==> src/rtl/contador_ctrl_if.sv <==
// rtl/contador_ctrl_if.sv - control/status bundle between front panel and contador_ctrl
interface contador_ctrl_if;
    logic        sel;
    logic [15:0] tempo;
    logic        start;
    logic        pause;
    logic        clear;
    logic        lap;
    logic [15:0] segundos;
    logic [15:0] lap_segundos;
    logic        running;
    logic        done;
    logic        tick;

    modport master (
        output sel, tempo, start, pause, clear, lap,
        input  segundos, lap_segundos, running, done, tick
    );

    modport slave (
        input  sel, tempo, start, pause, clear, lap,
        output segundos, lap_segundos, running, done, tick
    );
endinterface

==> src/rtl/contador_ctrl.sv <==
// rtl/contador_ctrl.sv - stopwatch/timer seconds counter with pause, clear and lap capture
// Optional lap capture is enabled with `define LAP_EN.
module contador_ctrl #(
    parameter int CLKS_PER_SEC = 50000000
) (
    input  logic           clk,
    input  logic           rst_n,
    contador_ctrl_if.slave bus
);

    localparam logic [25:0] PRESC_LAST = 26'(CLKS_PER_SEC - 1);

    typedef enum logic [1:0] {IDLE, RUN, PAUSED, DONE} state_t;

    state_t      state, state_n;
    logic [25:0] presc, presc_n;
    logic [15:0] seg, seg_n;
    logic [15:0] lap_q, lap_n;
    logic [15:0] tempo_q, tempo_n;
    logic        mode_q, mode_n;
    logic        tick_q, tick_n;
    logic        running_q, done_q;
    logic        start_p, pause_p, clear_p, lap_p;

    logic        ev_start, ev_pause, ev_clear, ev_lap;
    logic [15:0] idle_load, term, seg_step;

    assign ev_start = bus.start & ~start_p;
    assign ev_pause = bus.pause & ~pause_p;
    assign ev_clear = bus.clear & ~clear_p;
    assign ev_lap   = bus.lap   & ~lap_p;

    assign idle_load = bus.sel ? bus.tempo : 16'd0;
    assign term      = mode_q ? 16'd0 : tempo_q;

    // Saturating step keeps segundos from wrapping at either end.
    always_comb begin
        seg_step = seg;
        if (mode_q) begin
            if (seg != 16'd0) seg_step = seg - 16'd1;
        end else begin
            if (seg != 16'hFFFF) seg_step = seg + 16'd1;
        end
    end

    always_comb begin
        state_n = state;
        presc_n = presc;
        seg_n   = seg;
        lap_n   = lap_q;
        tempo_n = tempo_q;
        mode_n  = mode_q;
        tick_n  = 1'b0;

        if (ev_clear) begin
            state_n = IDLE;
            presc_n = 26'd0;
`ifdef LAP_EN
            lap_n   = 16'd0;
`endif
        end else begin
            unique case (state)
                IDLE, DONE: begin
                    if (state == IDLE) seg_n = idle_load;
                    if (ev_start) begin
                        mode_n  = bus.sel;
                        tempo_n = bus.tempo;
                        seg_n   = idle_load;
                        presc_n = 26'd0;
                        state_n = RUN;
                    end
                end
                RUN: begin
                    // A start value already at terminal finishes without ticking.
                    if (seg == term) begin
                        state_n = DONE;
                    end else if (presc == PRESC_LAST) begin
                        presc_n = 26'd0;
                        tick_n  = 1'b1;
                        seg_n   = seg_step;
                        if (seg_step == term)
                            state_n = DONE;
                        else if (ev_pause)
                            state_n = PAUSED;
                    end else if (ev_pause) begin
                        state_n = PAUSED;
                    end else begin
                        presc_n = presc + 26'd1;
                    end
                end
                PAUSED: begin
                    if (ev_start) state_n = RUN;
                end
                default: state_n = IDLE;
            endcase
`ifdef LAP_EN
            if (ev_lap && (state == RUN || state == PAUSED))
                lap_n = seg;
`endif
        end
    end

`ifndef LAP_EN
    logic lap_unused;
    assign lap_unused = ev_lap;
`endif

    always_ff @(posedge clk) begin
        if (!rst_n) begin
            state     <= IDLE;
            presc     <= 26'd0;
            seg       <= 16'd0;
            lap_q     <= 16'd0;
            tempo_q   <= 16'd0;
            mode_q    <= 1'b0;
            tick_q    <= 1'b0;
            running_q <= 1'b0;
            done_q    <= 1'b0;
            start_p   <= 1'b1;
            pause_p   <= 1'b1;
            clear_p   <= 1'b1;
            lap_p     <= 1'b1;
        end else begin
            state     <= state_n;
            presc     <= presc_n;
            seg       <= seg_n;
            lap_q     <= lap_n;
            tempo_q   <= tempo_n;
            mode_q    <= mode_n;
            tick_q    <= tick_n;
            running_q <= (state_n == RUN);
            done_q    <= (state_n == DONE);
            start_p   <= bus.start;
            pause_p   <= bus.pause;
            clear_p   <= bus.clear;
            lap_p     <= bus.lap;
        end
    end

    assign bus.segundos     = seg;
    assign bus.lap_segundos = lap_q;
    assign bus.running      = running_q;
    assign bus.done         = done_q;
    assign bus.tick         = tick_q;

endmodule

==> src/flat_wrapper.sv <==
// flat-port wrapper written by rule: the top's interface ports become plain ports
module contador_ctrl_flat 
#(
    parameter int CLKS_PER_SEC = 50000000
)
  (clk, rst_n, bus_sel, bus_tempo, bus_start, bus_pause, bus_clear, bus_lap, bus_segundos, bus_lap_segundos, bus_running, bus_done, bus_tick);
  contador_ctrl_if bus_i ();
  input  logic clk;
  input  logic rst_n;
  input wire logic [$bits(bus_i.sel)-1:0] bus_sel;
  input wire logic [$bits(bus_i.tempo)-1:0] bus_tempo;
  input wire logic [$bits(bus_i.start)-1:0] bus_start;
  input wire logic [$bits(bus_i.pause)-1:0] bus_pause;
  input wire logic [$bits(bus_i.clear)-1:0] bus_clear;
  input wire logic [$bits(bus_i.lap)-1:0] bus_lap;
  output wire logic [$bits(bus_i.segundos)-1:0] bus_segundos;
  output wire logic [$bits(bus_i.lap_segundos)-1:0] bus_lap_segundos;
  output wire logic [$bits(bus_i.running)-1:0] bus_running;
  output wire logic [$bits(bus_i.done)-1:0] bus_done;
  output wire logic [$bits(bus_i.tick)-1:0] bus_tick;
  assign bus_i.sel = bus_sel;
  assign bus_i.tempo = bus_tempo;
  assign bus_i.start = bus_start;
  assign bus_i.pause = bus_pause;
  assign bus_i.clear = bus_clear;
  assign bus_i.lap = bus_lap;
  assign bus_segundos = bus_i.segundos;
  assign bus_lap_segundos = bus_i.lap_segundos;
  assign bus_running = bus_i.running;
  assign bus_done = bus_i.done;
  assign bus_tick = bus_i.tick;
  contador_ctrl #(.CLKS_PER_SEC(CLKS_PER_SEC)) u_core (.clk(clk), .rst_n(rst_n), .bus(bus_i));
endmodule
==> config.mk <==
export PLATFORM = sky130hd
export DESIGN_NAME = contador_ctrl_flat
export DESIGN_NICKNAME = d
export VERILOG_FILES = /design/src/rtl/contador_ctrl_if.sv /design/src/rtl/contador_ctrl.sv /design/src/flat_wrapper.sv
export SDC_FILE = /design/constraint.sdc
export NUM_CORES = 1
export LEC_CHECK = 0
export CORE_MARGIN = 2
export CORE_UTILIZATION = 50
export DETAILED_ROUTE_END_ITERATION = 8
export PLACE_DENSITY = 0.8
export SETUP_SLACK_MARGIN = 0.4
export SLEW_MARGIN = 20
export SYNTH_ARGS = -nofsm -noshare
export SYNTH_HDL_FRONTEND = slang
export SYNTH_SLANG_ARGS = --single-unit
==> constraint.sdc <==
create_clock -name clk -period 3.7 [get_ports clk]
set_clock_uncertainty 0.1 [all_clocks]
set_input_delay 0.74 -clock clk [delete_from_list [all_inputs] [get_ports clk]]
set_output_delay 0.74 -clock clk [all_outputs]
set_load 0.01 [all_outputs]
==> results.tsv, run 1 <==
stage	metric	value	unit
timing	Worst Max-Slew Pin Slew	0.815	ns
cells_and_area	final core occ	60.5	%
timing	setup_tns	0	ns
die	Die H	103	microns
timing	Tmin final	3.23	ns
clock_network	H-tree depth	3	
outcome	run status	completed	
timing	Achievable Freq	310	MHz
route	via count	5246	
clock_network	Reg clk slew, reported paths	0.08	ns
route	WL final	15000	microns
worst_setup_path	Crit Path Category	flop to flop	
cells_and_area	fill cell count	873	
clock_network	CTS tree	built	
synth	share of the synthesized area in the top cell type	27.3	%
grt	vias in the first global route	4531	
synth	register area share after synthesis	27.3	%
power	Pwr Density	436	nW/um^2
power	leak pwr	2.07	nW
cells_and_area	layout cell share with drive strength beyond 1	14.2	%
worst_setup_path	Worst setup startpoint	u_core.bus.segundos[0]$_SDFFE_PN0P_	
worst_setup_path	worst setup path end	u_core.bus.done$_SDFF_PN0_	
die	num rows	36	
placed_design	final RePlAce weighted congestion	0.937	
worst_setup_path	RR Endpoint	u_core.bus.done$_SDFF_PN0_	
power	total power	2.54	mW
grt	GRT overflow	0	
die	die area	10600	sq um
route	vias per cell	6.28	
synth	syn_area_per_cell	7.50	sq um
worst_setup_path	Crit Reg-Reg Startpoint	u_core.bus.segundos[0]$_SDFFE_PN0P_	
clock_network	cts hold-fix bufs	0	
timing	slew margin rel.	44.3	%
power	Worst VDD drop	0.237	mV
synth	EDFF count, synth	0	
worst_setup_path	startpoint type of the worst setup path	flop	
synth	yosys warns	0	
cells_and_area	synthesis-to-layout area growth	18.7	%
cells_and_area	most frequent cells in the layout	nor2_1 (74), dfxtp_1 (62), nand2_1 (58)	
die	io pins	58	
timing	Hold WS	0.408	ns
route	average wire per standard cell	18.0	microns
clock_network	CTS Buf Count	9	
placed_design	input/output buffers	40	
route	Final ANT Viol Nets	0	
synth	Synth area leaders	dfxtp_1 (27%), nor2_1 (5.7%), xnor2_1 (5.2%)	
worst_setup_path	Critical Path Sink Type	flop	
synth	Post-synth top flop	dfxtp_1	
synth	cell area after synthesis	4910	sq um
cells_and_area	fin area	5830	sq um
timing	Final Max Slew Viols	0	
run	MaxCap Viol Count	0	
grt	first-pass GRT wire length	23100	microns
worst_setup_path	worst endpoint required time	3.85	ns
die	core area	9640	sq um
route	# DRC	0	
timing	RSZ-0062 raised after global routing	no	
cells_and_area	antenna diode count	0	
placed_design	HPWL Detailed	10600	microns
grt	largest net degree at the start of global routing	36	
die	Initial Utilization	51.0	%
timing	count of final hold-check violations	0	
synth	synthesized flop and latch total	67	
synth	Async S/R FF share, synth	0	%
clock_network	clock latency on the worst-skew pair	0.34	ns
worst_hold_path	Hold Path Cell Cnt	2	
worst_setup_path	worst-path fanout max	10	
route	DRT Pass-1 Iters	6	
synth	Post-Syn Instances	655	
route	Initial DRC Count	618	
cells_and_area	# nets final	725	
clock_network	clk sinks	67	
cells_and_area	commonest non-fill, non-tap cell in the layout	nor2_1	
worst_setup_path	r2r worst-path depth	9	
clock_network	clock buffer depth	2	
synth	largest area contributor in the netlist	dfxtp_1	
worst_setup_path	Critical Path AT	3.38	ns
worst_hold_path	min-delay worst type	flop to flop	
placed_design	DP Area	5500	sq um
timing	period utilization	87.3	%
timing	Final Setup Violations	0	
grt	Tot GR Track Use	28.0	%
synth	Synth cell types	71	
clock_network	Root Buffer	clkbuf_8	
worst_setup_path	R2R Setup Slk	0.47	ns
grt	initial antenna violation count	0	
die	Die Wd	103	microns
## layer usage
| layer | vias to the layer above | global-route usage (%) | part of all wire (%) |
|---|---|---|---|
| met5 | - | 0 | 0 |
| met1 | 2473 | 40.3 | 41 |
| met4 | 0 | 8.81 | 2.4 |
| met2 | 289 | 42.9 | 46 |
| met3 | 34 | 4.27 | 11 |
| li1 | 2450 | - | - |
## state kept, by name (all words and copies together), names as in the netlist
| signal | flops |
|---|---|
| u_core.bus.done | 1 |
| u_core.clear_p | 1 |
| u_core.bus.segundos | 16 |
| u_core.state | 2 |
| u_core.presc | 26 |
| u_core.tempo_q | 16 |
| u_core.start_p | 1 |
| u_core.bus.running | 1 |
| u_core.mode_q | 1 |
| u_core.pause_p | 1 |
| u_core.bus.tick | 1 |
## cell usage after synthesis (3+ instances only)
library cell	instances
xnor2_1	29
nor4bb_1	9
clkbuf_1	45
ha_1	5
buf_4	16
nor4_1	13
or3_1	11
inv_1	16
a31oi_1	26
a21oi_1	50
dfxtp_1	67
and2_1	3
nor2b_1	11
or3b_2	3
or4_1	6
nor3_1	16
mux2i_1	3
nand2_1	59
nor2_1	75
xor2_1	21
nand3_1	34
nand4_1	16
a211oi_1	3
a32oi_1	3
and3_1	13
o32ai_1	8
nand2b_1	8
o221a_2	11
o211ai_1	3
o21ai_0	11
and4_1	8
## kinds of logic after synthesis
family	after synthesis	share of synthesized area (%)
compound gates	146	20.8
xor+xnor	50	8.91
fa+ha+maj	5	1.27
buf+inv	81	7.46
flops	67	27.3
mux	5	1.07
other cells	1	0.0763
simple gates	300	33.1
## critical path, stage by stage, from the launching register on
cell and delay (ns):
dfxtp_2 0.38, or4_1 0.70, or2_0 0.31, or3_1 0.38, a21oi_1 0.25, o22ai_1 0.16
nor4_2 0.29, buf_4 0.19, a31oi_1 0.10, nor4_2 0.28
## stage by stage
stage | std cells | setup WS, ns
floorplan | 670 | 0.550
global route | 835 | 0.401
CTS | 829 | 0.421
finish | 835 | 0.469
global placement | 813 | 0.372
detailed placement | 813 | 0.290
## where the power goes
group	leakage, nW	internal [mW]	switching, mW
Clock	0.0979	0.315	0.288
Sequential	0.547	0.773	0.106
Combinational	1.43	0.459	0.602
Total	2.07	1.55	0.996
## worst min path at each step
stage | start | endpoint
5_1_grt | u_core.presc[14]$_SDFFE_PP0P_ | u_core.presc[14]$_SDFFE_PP0P_
3_5_place_dp | u_core.presc[14]$_SDFFE_PP0P_ | u_core.presc[14]$_SDFFE_PP0P_
2_1_floorplan | u_core.presc[14]$_SDFFE_PP0P_ | u_core.presc[14]$_SDFFE_PP0P_
4_1_cts | u_core.presc[14]$_SDFFE_PP0P_ | u_core.presc[14]$_SDFFE_PP0P_
3_3_place_gp | u_core.presc[14]$_SDFFE_PP0P_ | u_core.presc[14]$_SDFFE_PP0P_
6_report | u_core.tempo_q[2]$_SDFFE_PN0P_ | u_core.tempo_q[2]$_SDFFE_PN0P_
## final cells by class
type	instances	area (sq um)	share of cell area [%]
tap	133	166	2.85
sequential	67	1350	23.1
timing repair buffer	80	701	12.0
inverter	17	67.6	1.16
clock buffer	11	131	2.25
multi-input combinational	522	3360	57.6
clock inverter	5	61.3	1.05
## repair_timing
action | in CTS | in global routing
resized for setup | 7 | 17
buffers inserted | 0 | 6
setup endpoints to repair | 6 | 40
pin swaps | 0 | 4
(Power assumes the default switching activity.)
==> inputs of run 2 (changes only) <==
ABC_AREA = 1   (was not set)
CTS_CLUSTER_DIAMETER = 200   (was not set)
PLACE_DENSITY = 0.79   (was 0.8)
==> run 2 against run 1 <==
Effect of this change:
- sequential power increased by 0.7%
- via count increased by 10%
- wire length increased by 3.7%
- maximum frequency increased by 14%
- global-route usage decreased by 0.16 points
- synthesized area increased by 9.6%
- die area increased by 9.2%
- synthesized cell count increased by 38%
- register-to-register slack improved by 0.39 ns
- clock power increased by 19%
==> results.tsv, run 2 <==
stage	metric	value	unit	change
synth	Post-synth top flop	dfxtp_1		
synth	EDFF count, synth	0		unchanged
cells_and_area	most flop-heavy register	u_core.presc		
clock_network	CTS tree	built		
placed_design	Inst Count DP	1051		+29%
outcome	run status	completed		
cells_and_area	final non-filler cell total	1067		+28%
placed_design	DP Area	5770	sq um	+4.9%
placed_design	final RePlAce weighted congestion	1.01		+7.6%
synth	cell area after synthesis	5390	sq um	+9.6%
die	num rows	37		+2.8%
grt	GRT overflow	0		unchanged
placed_design	input/output buffers	40		unchanged
synth	Synth area leaders	dfxtp_1 (25%), nand2_1 (18%), nor2_1 (8.6%)		
worst_setup_path	startpoint type of the worst setup path	flop		
cells_and_area	most frequent cells in the layout	nand2_1 (258), nor2_1 (124), inv_1 (83)		
worst_setup_path	CP most frequent cell	nand2_1		
clock_network	clock buffer depth	2		unchanged
timing	RSZ-0062 raised after global routing	no		
synth	Async S/R FF share, synth	0	%	unchanged
clock_network	Setup Fix Bufs, Post-CTS	0		unchanged
clock_network	Root Buffer	clkbuf_8		
cells_and_area	layout cell share with drive strength beyond 1	7.41	%	-6.8 points
die	Die Wd	108	microns	+4.5%
synth	share of the synthesized area in the top cell type	24.9	%	-2.4 points
worst_setup_path	worst-path fanout max	8		-2
grt	initial antenna violation count	0		unchanged
clock_network	Resize count post-CTS	0		-7
route	average wire per standard cell	14.6	microns	-19%
timing	count of final hold-check violations	0		unchanged
synth	most common cell in the synthesized netlist	nand2_1		
clock_network	H-tree depth	3		unchanged
timing	Final Max Slew Viols	0		unchanged
worst_setup_path	Slowest-stage cell, CP	dfxtp_1		
power	Pwr Density	439	nW/um^2	+0.76%
route	via count	5770		+10%
timing	period utilization	76.8	%	-11 points
synth	register area share after synthesis	24.9	%	-2.4 points
grt	Tot GR Track Use	27.8	%	-0.16 points
placed_design	HPWL Detailed	11400	microns	+7.3%
power	Worst VDD drop	0.296	mV	+25%
die	die area	11600	sq um	+9.2%
cells_and_area	fin area	5990	sq um	+2.7%
route	vias per cell	5.41		-14%
synth	Post-synth top cells	nand2_1 (258), nor2_1 (124), inv_1 (83)		
worst_setup_path	Crit Path Category	flop to flop		
clock_network	clock latency on the worst-skew pair	0.37	ns	+0.03 ns
synth	synthesized flop and latch total	67		unchanged
die	Die H	108	microns	+4.5%
timing	Worst Max-Slew Pin Slew	0.700	ns	-0.114 ns
route	Initial DRC Count	502		-19%
cells_and_area	fill cell count	1071		+23%
cells_and_area	synthesis-to-layout area growth	11.3	%	
timing	Final Setup Violations	0		unchanged
timing	Hold WS	0.407	ns	-0.000931 ns
cells_and_area	commonest non-fill, non-tap cell in the layout	nand2_1		
power	leak pwr	2.44	nW	+18%
worst_setup_path	CP cell instances	inv_1 -> ha_1 -> nand3_1 -> nor2_1 -> nand2_1 -> nand3_1 -> nand2_1 -> nand4_1 -> nand2_1 -> inv_1 -> nor3_1 -> nand3_1 -> nand2_1 -> nand2_1 -> nor2_1		
worst_setup_path	worst endpoint required time	3.90	ns	+0.05 ns
cells_and_area	# nets final	954		+32%
worst_setup_path	Critical Path AT	3.05	ns	-0.33 ns
cells_and_area	final core occ	57.5	%	-3.0 points
worst_setup_path	Critical Path Sink Type	flop		
die	core area	10400	sq um	+8.1%
synth	yosys warns	0		unchanged
clock_network	CTS Buf Count	9		unchanged
worst_setup_path	CP max stage delay	0.54	ns	-0.16 ns
run	MaxCap Viol Count	0		unchanged
power	total power	2.63	mW	+3.5%
timing	Achievable Freq	352	MHz	+14%
synth	syn_area_per_cell	5.97	sq um	-20%
clock_network	cts hold-fix bufs	0		unchanged
grt	largest net degree at the start of global routing	38		+5.6%
cells_and_area	antenna diode count	0		unchanged
timing	final worst slack	0.860	ns	+0.390 ns
grt	first-pass GRT wire length	25500	microns	+10%
synth	Post-Syn Instances	903		+38%
die	Initial Utilization	51.7	%	+0.74 points
route	Final ANT Viol Nets	0		unchanged
timing	setup_tns	0	ns	unchanged
placed_design	Place WS	0.974	ns	+0.684 ns
die	io pins	58		unchanged
cells_and_area	max reg flops	26		unchanged
route	DRT Pass-1 Iters	6		unchanged
timing	slew margin rel.	53.3	%	+9.0 points
worst_hold_path	min-delay worst type	flop to flop		
synth	Synth cell types	42		-41%
worst_setup_path	R2R Setup Slk	0.86	ns	+0.39 ns
grt	vias in the first global route	5055		+12%
route	# DRC	0		unchanged
route	WL final	15600	microns	+3.7%
synth	largest area contributor in the netlist	dfxtp_1		
clock_network	clk sinks	67		unchanged
timing	Tmin final	2.84	ns	-0.390 ns
clock_network	Reg clk slew, reported paths	0.08	ns	about the same
-- run 2: cell types whose count changed in the layout (fill, tap and decap cells not counted), moves of 27 or more --
cell and change:
inv_1 +68, nor2_1 +50, xnor2_1 -27, nand2_1 +200, nand3_1 +44, buf_4 -32
-- run 2: routing by layer --
metal	vias up	global-route usage (%)	part of all wire, %	wire length (microns)
met4	0	8.70	2.4	369
li1	2920	-	-	-
met2	244	42.4	44	6800
met3	31	5.21	8.0	1250
met1	2575	39.6	46	7150
met5	-	0	0	0
-- run 2: worst paths after layout --
kind | from | end | cells past startpoint
max | u_core.bus.segundos[0]$_SDFFE_PN0P_ | u_core.bus.done$_SDFF_PN0_ | 15
min | u_core.presc[8]$_SDFFE_PP0P_ | u_core.presc[8]$_SDFFE_PP0P_ | 2
max reg2reg | u_core.bus.segundos[0]$_SDFFE_PN0P_ | u_core.bus.done$_SDFF_PN0_ | 15
min reg2reg | u_core.presc[8]$_SDFFE_PP0P_ | u_core.presc[8]$_SDFFE_PP0P_ | 2
-- run 2: logic make-up after synthesis --
logic type               after synthesis  synth area share [%]
adder cells (fa/ha/maj)                5                  1.16
flip-flops                            67                  24.9
XOR/XNOR                              37                  6.15
buffers and inverters                141                  12.4
AO/OA/AOI/OAI                        105                  11.3
other                                  1                0.0696
AND/OR/NAND/NOR                      547                  44.0
-- run 2: final cells by class --
type / count / area, sq um / share of cell area (%)
clock buffer: 11 / 141 / 2.36
clock inverter: 5 / 86.3 / 1.44
inverter: 89 / 337 / 5.61
multi-input combinational: 710 / 3440 / 57.4
sequential: 67 / 1340 / 22.4
tap: 136 / 170 / 2.84
timing repair buffer: 49 / 480 / 8.02
-- run 2: report_power, final --
| group | total (mW) | switching, mW | internal, mW |
|---|---|---|---|
| Sequential | 0.885 | 0.109 | 0.776 |
| Combinational | 1.03 | 0.672 | 0.358 |
| Clock | 0.718 | 0.316 | 0.402 |
-- run 2: critical path, delay by kind of cell, from the launching register on --
family / cells / cell delay, ns
adder cells (fa/ha/maj): 1 / 0.26
buffers and inverters: 2 / 0.20
flip-flops: 1 / 0.54
AND/OR/NAND/NOR: 12 / 1.67
